File: config.mk
export PLATFORM = sky130hd
export DESIGN_NAME = load_store_unit
export DESIGN_NICKNAME = d
export VERILOG_FILES = /design/src/rtl/lsu_pkg.sv /design/src/rtl/lsu_align.sv /design/src/rtl/load_store_unit.sv
export SDC_FILE = /design/constraint.sdc
export NUM_CORES = 1
export LEC_CHECK = 0
export ABC_CLOCK_PERIOD_IN_PS = 4600
export BUFFER_PORTS_ARGS = -buffer_cell sky130_fd_sc_hd__buf_2
export CORE_ASPECT_RATIO = 1.1
export CORE_UTILIZATION = 31
export DETAILED_ROUTE_END_ITERATION = 7
export MAX_ROUTING_LAYER = met4
export PLACE_DENSITY = 0.62
export SLEW_MARGIN = 10
export SYNTH_ARGS = -nofsm -noshare
export SYNTH_HDL_FRONTEND = slang
export SYNTH_SLANG_ARGS = --single-unit
File: constraint.sdc
create_clock -name clk_i -period 4.6 [get_ports clk_i]
set_input_delay 0.23 -clock clk_i [delete_from_list [all_inputs] [get_ports clk_i]]
set_output_delay 0.23 -clock clk_i [all_outputs]
set_load 0.02 [all_outputs]
File: src/rtl/lsu_pkg.sv
// ============================================================================
// Module : lsu_pkg
// Desc   : Shared types and helpers for the load/store unit.
// Rev    : 1.0
// ============================================================================
`default_nettype none

package lsu_pkg;

    typedef enum logic [1:0] {
        SZ_BYTE = 2'b00,
        SZ_HALF = 2'b01,
        SZ_WORD = 2'b10
    } size_e;

    typedef enum logic [2:0] {
        IDLE    = 3'd0,
        ERR     = 3'd1,
        LD_RD   = 3'd2,
        LD_DATA = 3'd3,
        ST_WR   = 3'd4,
        RMW_RD  = 3'd5,
        RMW_WR  = 3'd6,
        RESP    = 3'd7
    } state_e;

    // Size 2'b11 is folded in here so one test covers every rejected request.
    function automatic logic is_misaligned(input logic [1:0] size, input logic [1:0] lane);
        case (size)
            SZ_BYTE: return 1'b0;
            SZ_HALF: return lane[0];
            SZ_WORD: return |lane;
            default: return 1'b1;
        endcase
    endfunction

endpackage

`default_nettype wire

File: src/rtl/lsu_align.sv
// ============================================================================
// Module : lsu_align
// Desc   : Sub-word load extraction/extension and store lane merging.
// Rev    : 1.0
// ============================================================================
`default_nettype none

module lsu_align
    import lsu_pkg::*;
(
    input  logic [1:0]  size_i,
    input  logic        unsigned_i,
    input  logic [1:0]  lane_i,
    input  logic [31:0] rdata_i,
    input  logic [15:0] wdata_i,
    output logic [31:0] load_data_o,
    output logic [31:0] merge_data_o
);

    logic [7:0]  w_byte;
    logic [15:0] w_half;

    always_comb begin
        w_byte       = rdata_i[{lane_i, 3'b000} +: 8];
        w_half       = rdata_i[{lane_i[1], 4'b0000} +: 16];
        load_data_o  = rdata_i;
        merge_data_o = rdata_i;
        case (size_i)
            SZ_BYTE: begin
                load_data_o = {{24{w_byte[7] & ~unsigned_i}}, w_byte};
                merge_data_o[{lane_i, 3'b000} +: 8] = wdata_i[7:0];
            end
            SZ_HALF: begin
                load_data_o = {{16{w_half[15] & ~unsigned_i}}, w_half};
                merge_data_o[{lane_i[1], 4'b0000} +: 16] = wdata_i;
            end
            default: ;
        endcase
    end

endmodule

`default_nettype wire

File: src/rtl/load_store_unit.sv
// ============================================================================
// Module : load_store_unit
// Desc   : Byte-addressed load/store front end for a word-addressed memory.
// Rev    : 1.0
// ============================================================================
`default_nettype none

module load_store_unit
    import lsu_pkg::*;
#(
    parameter  int unsigned DEPTH = 1024,
    localparam int unsigned AW    = $clog2(DEPTH)
) (
    input  logic          clk_i,
    input  logic          rst_ni,
    input  logic          req_valid_i,
    output logic          req_ready_o,
    input  logic          req_we_i,
    input  logic [1:0]    req_size_i,
    input  logic          req_unsigned_i,
    input  logic [31:0]   req_addr_i,
    input  logic [31:0]   req_wdata_i,
    output logic          rsp_valid_o,
    output logic [31:0]   rsp_rdata_o,
    output logic          rsp_err_o,
    output logic          mem_read_en_o,
    output logic [AW-1:0] mem_read_pos_o,
    input  logic [31:0]   mem_read_data_i,
    output logic          mem_write_en_o,
    output logic [AW-1:0] mem_write_pos_o,
    output logic [31:0]   mem_write_data_o
);

    state_e          state_q;
    logic            we_q;
    logic [1:0]      size_q;
    logic            unsigned_q;
    logic [AW+1:0]   addr_q;
    logic [31:0]     wdata_q;
    logic            mem_read_en_q;
    logic            mem_write_en_q;
    logic            rsp_valid_q;
    logic [31:0]     rsp_rdata_q;
    logic            rsp_err_q;

    logic [31:0]     w_load_data;
    logic [31:0]     w_merge_data;

    // Address bits above the memory range wrap and are deliberately dropped.
    if (AW + 2 < 32) begin : g_addr_hi
        logic w_unused_addr_hi;
        assign w_unused_addr_hi = ^req_addr_i[31:AW+2];
    end

    lsu_align u_align (
        .size_i       (size_q),
        .unsigned_i   (unsigned_q),
        .lane_i       (addr_q[1:0]),
        .rdata_i      (mem_read_data_i),
        .wdata_i      (wdata_q[15:0]),
        .load_data_o  (w_load_data),
        .merge_data_o (w_merge_data)
    );

    always_ff @(posedge clk_i or negedge rst_ni) begin
        if (!rst_ni) begin
            state_q        <= IDLE;
            we_q           <= 1'b0;
            size_q         <= 2'b00;
            unsigned_q     <= 1'b0;
            addr_q         <= '0;
            wdata_q        <= '0;
            mem_read_en_q  <= 1'b0;
            mem_write_en_q <= 1'b0;
            rsp_valid_q    <= 1'b0;
            rsp_rdata_q    <= '0;
            rsp_err_q      <= 1'b0;
        end else begin
            mem_read_en_q  <= 1'b0;
            mem_write_en_q <= 1'b0;
            rsp_valid_q    <= 1'b0;
            case (state_q)
                IDLE: begin
                    if (req_valid_i) begin
                        we_q       <= req_we_i;
                        size_q     <= req_size_i;
                        unsigned_q <= req_unsigned_i;
                        addr_q     <= req_addr_i[AW+1:0];
                        wdata_q    <= req_wdata_i;
                        if (is_misaligned(req_size_i, req_addr_i[1:0])) begin
                            state_q <= ERR;
                        end else if (!req_we_i) begin
                            state_q       <= LD_RD;
                            mem_read_en_q <= 1'b1;
                        end else if (req_size_i == SZ_WORD) begin
                            state_q        <= ST_WR;
                            mem_write_en_q <= 1'b1;
                        end else begin
                            state_q       <= RMW_RD;
                            mem_read_en_q <= 1'b1;
                        end
                    end
                end
                ERR: begin
                    state_q     <= RESP;
                    rsp_valid_q <= 1'b1;
                    rsp_rdata_q <= '0;
                    rsp_err_q   <= 1'b1;
                end
                LD_RD: begin
                    state_q <= LD_DATA;
                end
                LD_DATA: begin
                    state_q     <= RESP;
                    rsp_valid_q <= 1'b1;
                    rsp_rdata_q <= w_load_data;
                    rsp_err_q   <= 1'b0;
                end
                RMW_RD: begin
                    state_q        <= RMW_WR;
                    mem_write_en_q <= 1'b1;
                end
                ST_WR, RMW_WR: begin
                    state_q     <= RESP;
                    rsp_valid_q <= 1'b1;
                    rsp_rdata_q <= '0;
                    rsp_err_q   <= 1'b0;
                end
                RESP: begin
                    state_q <= IDLE;
                end
                default: begin
                    state_q <= IDLE;
                end
            endcase
        end
    end

    assign req_ready_o     = (state_q == IDLE);
    assign rsp_valid_o     = rsp_valid_q;
    assign rsp_rdata_o     = rsp_rdata_q;
    assign rsp_err_o       = rsp_err_q;
    assign mem_read_en_o   = mem_read_en_q;
    assign mem_write_en_o  = mem_write_en_q;
    assign mem_read_pos_o  = addr_q[AW+1:2];
    assign mem_write_pos_o = addr_q[AW+1:2];

    // The merge is taken straight off the read data so the RMW write lands one
    // cycle after the read instead of two.
    assign mem_write_data_o = !we_q ? '0 :
                              (state_q == RMW_WR) ? w_merge_data : wdata_q;

endmodule

`default_nettype wire

==> results.py, run 1 <==
metrics = {
    "clock_tree": {
        "cts_setup_buffers": 0,
        "cts_buffer_depth": 2,
        "cts_hold_buffers": 1,
        "tritoncts": "built",
        "numCtsBuffers": 9,
        "cts_root_buffer": "clkbuf_16",
        "ctsResizeCount": 0,
        "cts.clk_slew.worst_paths_ns": 0.06,
        "cts_htree_levels": 3,
        "clock_latency_ns": 0.35,
        "cts.sinks": 87,
    },
    "critical_path": {
        "path_class": "flop to primary output",
        "cp_common_cell": "buf_4",
        "path_max_fanout": 29,
        "startpoint_type": "flop",
        "critPathCaptureType": "primary output",
        "cp_cell_sequence": "buf_4, clkinv_1, ha_1, nor4bb_1, buf_4, a221oi_1, or4_1, a21boi_0, buf_2",
        "ff2ff_setup_slack_ns": 1.53,
        "cp_slowest_cell": "clkinv_1",
        "cp_data_required_time_ns": 4.37,
        "slowest_delay_ns": 0.63,
        "arrival_ns": 3.90,
    },
    "timing": {
        "final.period_utilization_pct": 89.77,
        "hold_viol_final": 0,
        "tns_ns": 0,
        "fmax_mhz": 242.2,
        "finalClockSkew_ns": 0.004840,
        "fin_crit_ns": 4.129,
        "tightest_slew_ns": 1.247,
        "rsz0062_at_grt": "false",
        "drv_slew": 0,
        "finalSetupViolCount": 0,
        "slew_headroom_pct": 16.56,
        "holdWs_ns": 0.1044,
    },
    "global_routing": {
        "grt.total_usage_pct": 21.00,
        "grt_max_degree": 54,
        "antenna_found_initial": 1,
        "grt.overflow.total": 0,
        "grt_pass1_vias": 4658,
        "grt_first_pass_wirelength_mm": 27.13,
    },
    "floorplanning": {
        "die_h_um": 138.3,
        "dieArea_um2": 17410,
        "initial_utilization_pct": 31.86,
        "pin_count": 192,
        "die-width_um": 125.9,
        "fp-row-count": 49,
        "coreArea_um2": 16430,
    },
    "placed_design": {
        "io_buffer_count": 171,
        "dp.final_hpwl_mm": 13.05,
        "gp_congestion": 0.8889,
    },
    "power_and_ir_drop": {
        "p_per_area_nw_per_um2": 718.5,
        "p_leak_nw": 2.988,
        "max-vdd-ir-drop_uv": 253.9,
    },
    "yosys": {
        "syn_inst": 501,
        "async_flop_share_pct": 100.0,
        "yosysSeqAreaShare_pct": 41.59,
        "synth_flop_cell": "dfrtp_1",
        "synthesis.area_um2": 5235,
        "synth_edf_count": 0,
        "synth.avg_cell_area_um2": 10.45,
        "ys_seq_elements": 87,
        "yosysTopAreaCell": "dfrtp_1",
        "yosysTopAreaCellShare_pct": 41.59,
        "syn_nets": 610,
        "synth_area_leaders": "dfrtp_1, mux2_2, o21ai_0, buf_4, a21oi_1",
        "yosys_warnings": 0,
        "ys_types": 54,
    },
    "drt": {
        "top_layer_used": "met4",
        "wl_met2_mm": 8.282,
        "ant_nets": 0,
        "drt-met1-wl_mm": 7.916,
        "wirelength_mm": 17.61,
        "wl_met3_mm": 1.018,
        "routed_via_density": 5.658,
        "via_count": 4758,
        "wl_per_cell_um": 20.93,
        "dr.pass1.iters": 5,
        "drc_errors": 0,
        "drt_iter0_drc": 338,
    },
    "run_status": {
        "status": "finished clean",
    },
    "run": {
        "cap_violations": 0,
    },
    "cells_and_area": {
        "syn_to_final_growth_pct": 21.99,
        "drive_above_1_share_pct": 41.67,
        "nets": 740,
    },
    "min_path": {
        "worstHoldPathType": "input pin to flop",
    },
}
routing by layer:
metal | vias to the layer above | GRT usage, %
met3 | 23 | 3.793
met1 | 2395 | 27.63
met2 | 183 | 32.25
li1 | 2157 | -
met5 | - | -
met4 | 0 | 7.609
cell type report:
class | count | area, um2
antenna | 1 | 2.502
multi-input combinational | 345 | 2691
fill | 1687 | 10040
tap | 204 | 255.2
sequential | 87 | 2177
clock inverter | 5 | 56.30
inverter | 10 | 37.54
timing repair buffer | 178 | 913.4
clock buffer | 11 | 252.7
kinds of logic after synthesis:
| logic type | count (synthesis) | share of synthesized area, % |
|---|---|---|
| AO/OA/AOI/OAI | 186 | 26.24 |
| adder cells (fa/ha/maj) | 6 | 1.434 |
| buffers and inverters | 69 | 7.098 |
| flip-flops | 87 | 41.59 |
| multiplexers | 62 | 14.41 |
| AND/OR/NAND/NOR | 91 | 9.226 |
synth_stat cells (2+ instances only):
cell type,number
clkbuf_1,21
buf_6,2
a221oi_1,9
nand3_1,3
a22o_1,15
a2bb2oi_1,7
buf_2,15
and4_1,2
inv_1,9
a32o_1,9
dfrtp_1,87
mux4_2,6
buf_4,21
nand2b_1,10
nor2_1,14
o21a_1,5
a22oi_1,15
a21boi_0,2
nor3_1,4
o21ai_0,49
a221o_2,11
nor2b_1,4
and2_1,5
mux2_2,47
nor4_1,3
o2bb2ai_1,8
ha_1,6
a221o_1,5
a21o_1,2
mux2i_1,9
nand4_1,2
o22a_1,6
a21oi_1,27
nand2_1,34
o221ai_1,8
flip-flops by register name, indices dropped and copies added, names as in the netlist:
register,cells
rsp_err_o,1
mem_write_en_o,1
size_q,2
addr_q,12
state_q,3
we_q,1
unsigned_q,1
mem_read_en_o,1
wdata_q,32
rsp_valid_o,1
rsp_rdata_o,32
worst max-delay path, delay by kind of cell (launching register included):
family / cells / cell delay [ns]
adders and majority gates: 1 / 0.58
DFF: 1 / 0.32
and+or+nand+nor: 2 / 0.86
buffers and inverters: 4 / 1.41
AOI/OAI and AO/OA: 2 / 0.35
layout by cell type (no fill, tap or decap), drive strengths merged, types with 7 or more instances in the layout:
cell type / Yosys / layout
a221oi: 9 / 9
a21oi: 28 / 28
a22oi: 15 / 15
inv: 9 / 9
a221o: 16 / 16
a32o: 9 / 9
nor2: 14 / 14
buf: 38 / 177
clkbuf: 21 / 11
nand2b: 11 / 11
nand2: 34 / 34
mux2i: 9 / 9
dfrtp: 87 / 87
o2bb2ai: 8 / 8
a22o: 15 / 15
a2bb2oi: 7 / 7
o21ai: 50 / 50
mux2: 47 / 47
o221ai: 8 / 8
final timing paths:
path	depth (start not counted)	startpoint	to
worst min-delay path	2	req_addr_i[6]	addr_q[6]$_DFFE_PN0P_
max in group asynchronous	3	rst_ni	rsp_rdata_o[9]$_DFFE_PN0P_
worst min register to register	2	rsp_rdata_o[1]$_DFFE_PN0P_	rsp_rdata_o[1]$_DFFE_PN0P_
min in group asynchronous	2	rst_ni	addr_q[4]$_DFFE_PN0P_
worst max-delay path	9	addr_q[1]$_DFFE_PN0P_	mem_write_data_o[30]
worst max register to register	3	size_q[1]$_DFFE_PN0P_	rsp_rdata_o[30]$_DFFE_PN0P_
power by group:
part / total [mW] / internal, mW / switching [mW] / leakage [nW]
combinational: 2.36 / 0.955 / 1.40 / 1.73
sequential: 1.47 / 1.06 / 0.409 / 1.11
clock: 0.759 / 0.449 / 0.310 / 0.152
stage by stage:
step	utilization [%]	total power, mW	setup slack [ns]	cell area, um2	cells
2_1_floorplan	-	3.176	1.537	5235	501
3_3_place_gp	36.91	3.765	0.9882	6065	823
3_5_place_dp	36.91	3.831	0.9161	6065	823
4_1_cts	38.85	4.602	0.5076	6384	840
5_1_grt	38.87	4.864	0.2434	6386	841
6_report	38.87	4.588	0.4705	6386	841
Note: power is estimated with default switching activity, not from simulation.
==> inputs of run 2 (changes only) <==
- CORE_UTILIZATION: 31 -> 30
- PLACE_DENSITY: 0.62 -> 0.61
==> run 2 against run 1 <==
  * The run now ends with negative hold slack left
  * Combinational power about the same
  * Final area up 0.12%
  * Routed wire length is 1.7% lower
  * Clock skew is 0.00054 ns higher
  * Die area grew 3.3%
  * Fmax up 13%
  * Core utilization shrank 1.3 points
  * Largest power group unchanged
  * Sequential power about the same
  * Sequential share of layout area hardly changed
  * Critical endpoint unchanged
==> results.py, run 2 (synthesis gave the netlist of run 1 again) <==
metrics = {
    "run_status": {
        "status": "finished, violations left",
        "violations": "negative hold slack",
    },
    "clock_tree": {
        "cts_hold_buffers": 0,
        "ctsResizeCount": 0,
        "cts.clk_slew.worst_paths_ns": 0.06,
        "clock_latency_ns": 0.35,
        "numCtsBuffers": 9,
        "cts.sinks": 87,
        "cts_buffer_depth": 2,
        "cts_htree_levels": 3,
        "cts_setup_buffers": 0,
        "cts_root_buffer": "clkbuf_16",
        "tritoncts": "built",
    },
    "floorplanning": {
        "pin_count": 192,
        "die_h_um": 140.5,
        "initial_utilization_pct": 30.76,
        "die-width_um": 128.0,
        "fp-row-count": 50,
        "coreArea_um2": 17020,
        "dieArea_um2": 17980,
    },
    "cells_and_area": {
        "final_cell_area_um2": 6394,
        "layout_commonest_cell": "buf_2",
        "nets": 737,
        "mostFrequentLayoutCells": "buf_2, dfrtp_1, o21ai_0, mux2_2, nand2_1",
        "antenna-diode-count": 0,
        "drive_above_1_share_pct": 41.55,
        "syn_to_final_growth_pct": 22.13,
        "num-fill-cells": 1723,
    },
    "placed_design": {
        "dp.final_hpwl_mm": 12.86,
        "placed_area_um2": 6087,
        "io_buffer_count": 171,
        "gp_congestion": 0.8677,
    },
    "global_routing": {
        "met1_usage_pct": 26.67,
        "grtUsageMet2_pct": 31.04,
        "use_met3_pct": 2.483,
        "grt.overflow.total": 0,
        "grt_max_degree": 88,
        "grt.busiest_layer": "met2",
        "grt_first_pass_wirelength_mm": 26.65,
        "grt.total_usage_pct": 20.11,
        "grt_pass1_vias": 4685,
        "antenna_found_initial": 0,
    },
    "critical_path": {
        "cp_slowest_cell": "ha_1",
        "path_class": "flop to primary output",
        "cp_num_buf_inv": 3,
        "critPathCaptureType": "primary output",
        "cp_data_required_time_ns": 4.37,
        "arrival_ns": 3.41,
        "critPathTopFamily": "buffers and inverters",
        "path_max_fanout": 21,
        "cp_cell_sequence": "clkinv_1, ha_1, nor4bb_1, buf_4, a221oi_1, or4_1, a21boi_0, buf_2",
        "slowest_delay_ns": 0.59,
        "startpoint_type": "flop",
    },
    "drt": {
        "routed_via_density": 5.453,
        "dr.pass1.iters": 5,
        "drc_errors": 0,
        "via_count": 4728,
        "ant_nets": 0,
        "wirelength_mm": 17.30,
        "wl_per_cell_um": 19.96,
        "drt_iter0_drc": 438,
    },
    "power_and_ir_drop": {
        "max-vdd-ir-drop_uv": 330.4,
        "p_leak_nw": 2.972,
        "p_per_area_nw_per_um2": 711.2,
    },
    "timing": {
        "hold_viol_final": 69,
        "finalClockSkew_ns": 0.005376,
        "final.period_utilization_pct": 79.20,
        "drv_slew": 0,
        "fin_crit_ns": 3.643,
        "finalSetupViolCount": 0,
        "tightest_slew_ns": 1.159,
        "rsz0062_at_grt": "false",
        "holdWs_ns": -0.1101,
        "slew_headroom_pct": 22.76,
        "tns_ns": 0,
        "fmax_mhz": 274.5,
    },
    "run": {
        "cap_violations": 0,
    },
    "min_path": {
        "worstHoldPathType": "input pin to async pin",
    },
}
[run 2: worst reg2reg max path: stages (launching register included)]
cell       delay, ns
dfrtp_1         0.74
inv_1           0.61
nand3_1         0.26
a2111oi_4       1.04
a221o_2         0.24
[run 2: path summary, 6_finish.rpt]
| kind | startpoint | to | slack (ns) | cells after the start |
|---|---|---|---|---|
| worst min register to register | rsp_rdata_o[4]$_DFFE_PN0P_ | rsp_rdata_o[4]$_DFFE_PN0P_ | 0.48 | 2 |
| worst max register to register | size_q[1]$_DFFE_PN0P_ | rsp_rdata_o[22]$_DFFE_PN0P_ | 1.65 | 4 |
| worst max-delay path | addr_q[1]$_DFFE_PN0P_ | mem_write_data_o[30] | 0.96 | 8 |
| worst min-delay path | rst_ni | addr_q[7]$_DFFE_PN0P_ | -0.11 | 1 |
| max in group asynchronous | rst_ni | wdata_q[17]$_DFFE_PN0P_ | 4.08 | 1 |
| min in group clk_i | req_wdata_i[0] | wdata_q[0]$_DFFE_PN0P_ | 0.11 | 2 |
[run 2: layout make-up]
cell class                 instances  area (um2)  share of cell area [%]
sequential                        87        2177                   34.05
clock inverter                     5       57.56                  0.9002
timing repair buffer             175       892.1                   13.95
inverter                          10       37.54                  0.5871
multi-input combinational        345        2694                   42.13
clock buffer                      11       242.7                   3.796
tap                              234       292.8                   4.579
[run 2: metal layers]
layer | share of wire, % | vias to the layer above
met3 | 6.1 | 21
met4 | 2.1 | 0
li1 | - | 2153
met5 | 0 | -
met2 | 47 | 200
met1 | 45 | 2354
[run 2: stage by stage]
stage	hold WS, ns	std cells	util [%]	power (mW)	setup WS, ns
2_1_floorplan	-0.06559	501	-	3.176	1.537
3_3_place_gp	0.4491	851	35.77	3.749	1.377
3_5_place_dp	0.4650	851	35.77	3.821	1.369
4_1_cts	0.09755	867	37.54	4.571	0.9622
5_1_grt	0.02062	867	37.57	4.850	0.7557
6_report	-0.1101	867	37.57	4.547	0.9569
[run 2: power breakdown]
part           total [mW]  internal (mW)  switching, mW
logic                2.35          0.954           1.39
clock network       0.742          0.436          0.306
registers            1.46           1.06          0.396
total                4.55           2.45           2.10
